===== src/rtl/mpu_bus_master.sv =====
// mpu_bus_master
//   Host-side initiator for the ChronoCube MPU bus. Converts a valid/ready
//   command stream into timed, active-low bus cycles and returns read data
//   as a one-cycle response pulse.
//
//   Optional feature macro: MPU_MASTER_AUTOINC_EN
//     When defined, the cmd_inc port exists. A command accepted with
//     cmd_inc = 1 uses (last address + 1) instead of cmd_addr.
//
// Ports
//   clk, reset            clock, asynchronous active-high reset
//   cmd_valid/cmd_ready   command handshake (accept when both high)
//   cmd_write             1 = write, 0 = read
//   cmd_addr/data/be      command address, write data, byte enables (active high)
//   cmd_inc               auto-increment request (MPU_MASTER_AUTOINC_EN only)
//   rsp_valid/rsp_data    one-cycle completion pulse with read data (0 for writes)
//   busy                  transaction in progress (= ~cmd_ready)
//   _mpu_en/_mpu_rd/_mpu_wr/_mpu_be   active-low bus controls, all registered
//   mpu_addr/mpu_data_out registered address and write data
//   mpu_data_in           read data from the chip
module mpu_bus_master #(
  parameter int unsigned ADDR_WIDTH    = 16,
  parameter int unsigned DATA_WIDTH    = 16,
  parameter int unsigned SETUP_CYCLES  = 1,
  parameter int unsigned STROBE_CYCLES = 2,
  parameter int unsigned HOLD_CYCLES   = 1
) (
  input  logic                  clk,
  input  logic                  reset,
  input  logic                  cmd_valid,
  output logic                  cmd_ready,
  input  logic                  cmd_write,
  input  logic [ADDR_WIDTH-1:0] cmd_addr,
  input  logic [DATA_WIDTH-1:0] cmd_data,
  input  logic [1:0]            cmd_be,
`ifdef MPU_MASTER_AUTOINC_EN
  input  logic                  cmd_inc,
`endif
  output logic                  rsp_valid,
  output logic [DATA_WIDTH-1:0] rsp_data,
  output logic                  busy,
  output logic                  _mpu_en,
  output logic                  _mpu_rd,
  output logic                  _mpu_wr,
  output logic [1:0]            _mpu_be,
  output logic [ADDR_WIDTH-1:0] mpu_addr,
  output logic [DATA_WIDTH-1:0] mpu_data_out,
  input  logic [DATA_WIDTH-1:0] mpu_data_in
);

  typedef enum logic [1:0] {IDLE, SETUP, STROBE, HOLD} state_t;

  // A strobe of zero length makes no bus cycle, so it is stretched to one.
  localparam int unsigned STB_EFF  = (STROBE_CYCLES == 0) ? 1 : STROBE_CYCLES;
  // Counter reload values: a state lasting N cycles counts N-1 down to 0.
  localparam logic [3:0]  SETUP_LD = 4'(SETUP_CYCLES - 1);
  localparam logic [3:0]  STB_LD   = 4'(STB_EFF - 1);
  localparam logic [3:0]  HOLD_LD  = 4'(HOLD_CYCLES - 1);

  state_t                state, state_d;
  logic [3:0]            cnt, cnt_d;
  logic                  wr_lat, wr_d;
  logic [1:0]            be_lat, be_d;
  logic [ADDR_WIDTH-1:0] addr_d;
  logic                  accept, strobe_end;

  assign cmd_ready = (state == IDLE);
  assign busy      = ~cmd_ready;

  always_comb begin
    state_d    = state;
    cnt_d      = (cnt == 4'd0) ? 4'd0 : cnt - 4'd1;
    accept     = 1'b0;
    strobe_end = 1'b0;
    case (state)
      IDLE: begin
        if (cmd_valid) begin
          accept = 1'b1;
          if (SETUP_CYCLES != 0) begin
            state_d = SETUP;
            cnt_d   = SETUP_LD;
          end else begin
            state_d = STROBE;
            cnt_d   = STB_LD;
          end
        end
      end
      SETUP: begin
        if (cnt == 4'd0) begin
          state_d = STROBE;
          cnt_d   = STB_LD;
        end
      end
      STROBE: begin
        if (cnt == 4'd0) begin
          strobe_end = 1'b1;
          if (HOLD_CYCLES != 0) begin
            state_d = HOLD;
            cnt_d   = HOLD_LD;
          end else begin
            state_d = IDLE;
          end
        end
      end
      HOLD: begin
        if (cnt == 4'd0) state_d = IDLE;
      end
      default: state_d = IDLE;
    endcase
  end

  // Next-cycle view of the latched command, so the registered bus outputs
  // switch on the same edge that accepts the command.
  assign wr_d = accept ? cmd_write : wr_lat;
  assign be_d = accept ? cmd_be    : be_lat;

`ifdef MPU_MASTER_AUTOINC_EN
  // mpu_addr still holds the previous transaction's address (0 after reset).
  assign addr_d = cmd_inc ? mpu_addr + ADDR_WIDTH'(1) : cmd_addr;
`else
  assign addr_d = cmd_addr;
`endif

  always_ff @(posedge clk or posedge reset) begin
    if (reset) begin
      state  <= IDLE;
      cnt    <= 4'd0;
      wr_lat <= 1'b0;
      be_lat <= 2'b00;
    end else begin
      state <= state_d;
      cnt   <= cnt_d;
      if (accept) begin
        wr_lat <= cmd_write;
        be_lat <= cmd_be;
      end
    end
  end

  always_ff @(posedge clk or posedge reset) begin
    if (reset) begin
      _mpu_en      <= 1'b1;
      _mpu_rd      <= 1'b1;
      _mpu_wr      <= 1'b1;
      _mpu_be      <= 2'b11;
      mpu_addr     <= '0;
      mpu_data_out <= '0;
      rsp_valid    <= 1'b0;
      rsp_data     <= '0;
    end else begin
      _mpu_en   <= (state_d == IDLE);
      _mpu_rd   <= !((state_d == STROBE) && !wr_d);
      _mpu_wr   <= !((state_d == STROBE) &&  wr_d);
      _mpu_be   <= (state_d == IDLE) ? 2'b11 : ~be_d;
      rsp_valid <= (state != IDLE) && (state_d == IDLE);
      if (accept) begin
        mpu_addr <= addr_d;
        if (cmd_write) mpu_data_out <= cmd_data;
      end
      // Read data is sampled on the edge closing the last strobe cycle; it
      // stays put through HOLD until rsp_valid presents it.
      if (strobe_end) rsp_data <= wr_lat ? '0 : mpu_data_in;
    end
  end

endmodule


===== config.mk =====
export PLATFORM = sky130hd
export DESIGN_NAME = mpu_bus_master
export DESIGN_NICKNAME = d
export VERILOG_FILES = /design/src/rtl/mpu_bus_master.sv
export SDC_FILE = /design/constraint.sdc
export NUM_CORES = 1
export LEC_CHECK = 0
export ABC_AREA = 1
export BUFFER_PORTS_ARGS = -buffer_cell sky130_fd_sc_hd__buf_4
export CORE_MARGIN = 10
export CORE_UTILIZATION = 50
export DETAILED_ROUTE_END_ITERATION = 16
export PLACE_DENSITY = 0.92
export REMOVE_ABC_BUFFERS = 1
export SETUP_SLACK_MARGIN = 0.4
export SYNTH_ARGS = -nofsm -noshare
export SYNTH_HDL_FRONTEND = slang
export SYNTH_SLANG_ARGS = --single-unit

===== constraint.sdc =====
create_clock -name clk -period 5.85 [get_ports clk]
set_input_delay 0.8775 -clock clk [delete_from_list [all_inputs] [get_ports clk]]
set_output_delay 0.8775 -clock clk [all_outputs]
set_load 0.05 [all_outputs]

==> impl_metrics.ini <==
[drt]
drt_first_pass_iters = 6
vias_per_cell = 4.698
vias = 2119
drc = 0
ant_nets = 0
wl_per_cell_microns = 14.52
routed_wl_microns = 6548
drt_iter0_markers = 111

[sta]
worst_slack_ps = 3425
fmax_ghz = 0.4124
hold_viol = 0
rsz0062_at_grt = false
maxSlewViolCount = 0
whs_ps = 473.2
worst_pin_slew_ps = 768.3
relSlewSlack_pct = 48.78
fin_crit_sh_pct = 41.45
period_minus_slack_ps = 2425
clock_skew_ps = 10.21
setup_viol = 0
setup_tns_ps = 0

[finish]
drive_above_1_share_pct = 40.94
final_core_util_pct = 71.38
area_growth_pct = 38.65
fin_nets = 431
antennaDiodeCount = 0

[die]
rows = 26
dieArea_sq_um = 8517
die_x_microns = 92.29
core_area_sq_um = 5075
initial_core_util_pct = 51.48
die_y_microns = 92.29
ioPinCount = 110

[pwr]
ir_worst_vdd_mv = 0.4576
p_total_mw = 2.536
powerDensity_nw_per_um2 = 700.0
p_leak_nw = 1.978

[synth]
ys_ff_latch = 63
netlist_instances = 268
avgSynthCellArea_sq_um = 9.748
yosysWarnings = 0
yosys.cell_types.count = 25
synth_area_sq_um = 2613
synth.yosys.seq_area_share_pct = 60.58

[clocking]
clk-insertion-delay-late_ps = 330
clk_path_buf_depth = 2
clock-root-buffer = clkbuf_8
cts_made_buffers = 9
clkTransAtPathRegs_ps = 60
tritoncts = yes
clkSinkCount = 63
htreeDepth = 3
cts-resized-gates = 0
postCtsSetupBuffers = 0
cts_hold_buffers = 0

[worst_setup_path]
crit_arrival_ps = 1550
worstPathRequired_ps = 4970
rrSetupSlack_ps = 4110
max_stage_delay_ps = 470
path_max_fanout = 22
reg2reg_to = mpu_data_out[1]
path_class = reg2out
critPathCaptureType = output pin
critical-path-slowest-cell = nor2_4
worst_r2r_path_depth = 3
crit_path_cell_trace = nor2_4, inv_1, buf_4
critPathLaunchType = register
cp-startpoint = state[1]
rr_startpoint = state[1]

[placed_design]
io_buffers = 109
gp_routability_congestion = 0.7215
pre_cts_ws_ps = 3763
dpl.hpwl_microns = 4878

[hold_path]
min_delay_path_depth = 1
hold_end = cnt[0]
min_from = cnt[0]
hold_path.class = reg2reg

[grt]
grt_usage_pct = 15.80
globalRouteOverflowTotal = 0
grt_pass1_vias = 2196
grt_pass1_wl_microns = 10870
grt_max_degree = 64
antenna_found_initial = 0

[flow_run]
drv_cap = 0

[outcome]
run_status = finished clean
## metal layers
layer	vias up	routed length, microns	global-route usage, %
li1	1061	-	-
met1	961	2724	18.20
met2	84	3121	24.65
met3	13	559	6.601
met4	0	143	8.226
met5	-	0	0
## flip-flops by register name (all words and copies together), names as in the netlist, 2 cells and up
name          cells
_mpu_be           2
be_lat            2
cnt               4
mpu_addr         16
mpu_data_out     16
rsp_data         16
state             2
## Yosys cell counts
master     n  area share, %
nand2_2    1           0.24
a21oi_1    1           0.19
dfrtp_1   58             56
nand3_1   22            4.2
buf_6      4            1.7
nand4_1    2           0.48
dfstp_2    5            5.0
ha_1       1           0.48
nor2_2     2           0.48
o21ai_2   16            5.4
nand2_4    1           0.43
nand2_1   92             13
inv_1     24            3.4
or2_2      1           0.24
clkbuf_1   1           0.14
buf_2      6            1.1
xor2_1     1           0.34
nor2_1     3           0.43
nand3b_1   1           0.29
o21ai_1   10            1.9
nand3_4    2            1.3
inv_2      1           0.14
buf_4      2           0.57
o21ai_0    9            1.7
nor2_4     2           0.86
## critical path, delay by kind of cell, from the launching register on
family,cells,cell delay [ps]
buffers and inverters,2,300
flip-flops,1,440
AND/OR/NAND/NOR,1,470
## power breakdown
part	internal [mW]	switching, mW
Clock	0.206	0.156
Sequential	0.647	0.117
Combinational	0.398	1.01
## logic make-up after synthesis
kind of cell	synth area share, %
xor+xnor	0.3353
fa+ha+maj	0.4789
flops	60.58
compound gates	9.195
simple gates	22.22
buf+inv	7.184
## how the worst max path moves through the flow
stage	endpoint	slack (ps)
3_5_place_dp	busy	3760
2_1_floorplan	be_lat[0]	3410
6_report	busy	3430
3_3_place_gp	cmd_ready	3820
5_1_grt	busy	3340
4_1_cts	busy	3400
## stage by stage
step | area [sq um] | instances
CTS | 3622 | 451
detailed placement | 3432 | 435
global placement | 3432 | 435
floorplan | 2519 | 255
global route | 3622 | 451
finish | 3622 | 451
## layout make-up
type / instances / area, sq um
fillers: 398 / 1453
multi-input cells: 167 / 842.1
clock inverters: 4 / 45.04
repair buffers: 110 / 825.8
well taps: 70 / 87.58
clock buffers: 12 / 145.1
flip-flops and latches: 63 / 1583
inverters: 25 / 93.84
## cells in the final DEF (no fill, tap or decap), drive strengths merged
cell type / synthesis / final
buf: 12 / 110
nand2: 94 / 94
dfrtp: 58 / 58
o21ai: 35 / 35
inv: 25 / 25
nand3: 24 / 24
clkbuf: 1 / 12
nor2: 7 / 7
dfstp: 5 / 5
clkinv: 0 / 3
nand4: 2 / 2
xor2: 1 / 1
nand3b: 1 / 1
or2: 1 / 1
a21oi: 1 / 1
ha: 1 / 1
bufinv: 0 / 1
(Power assumes the default switching activity.)
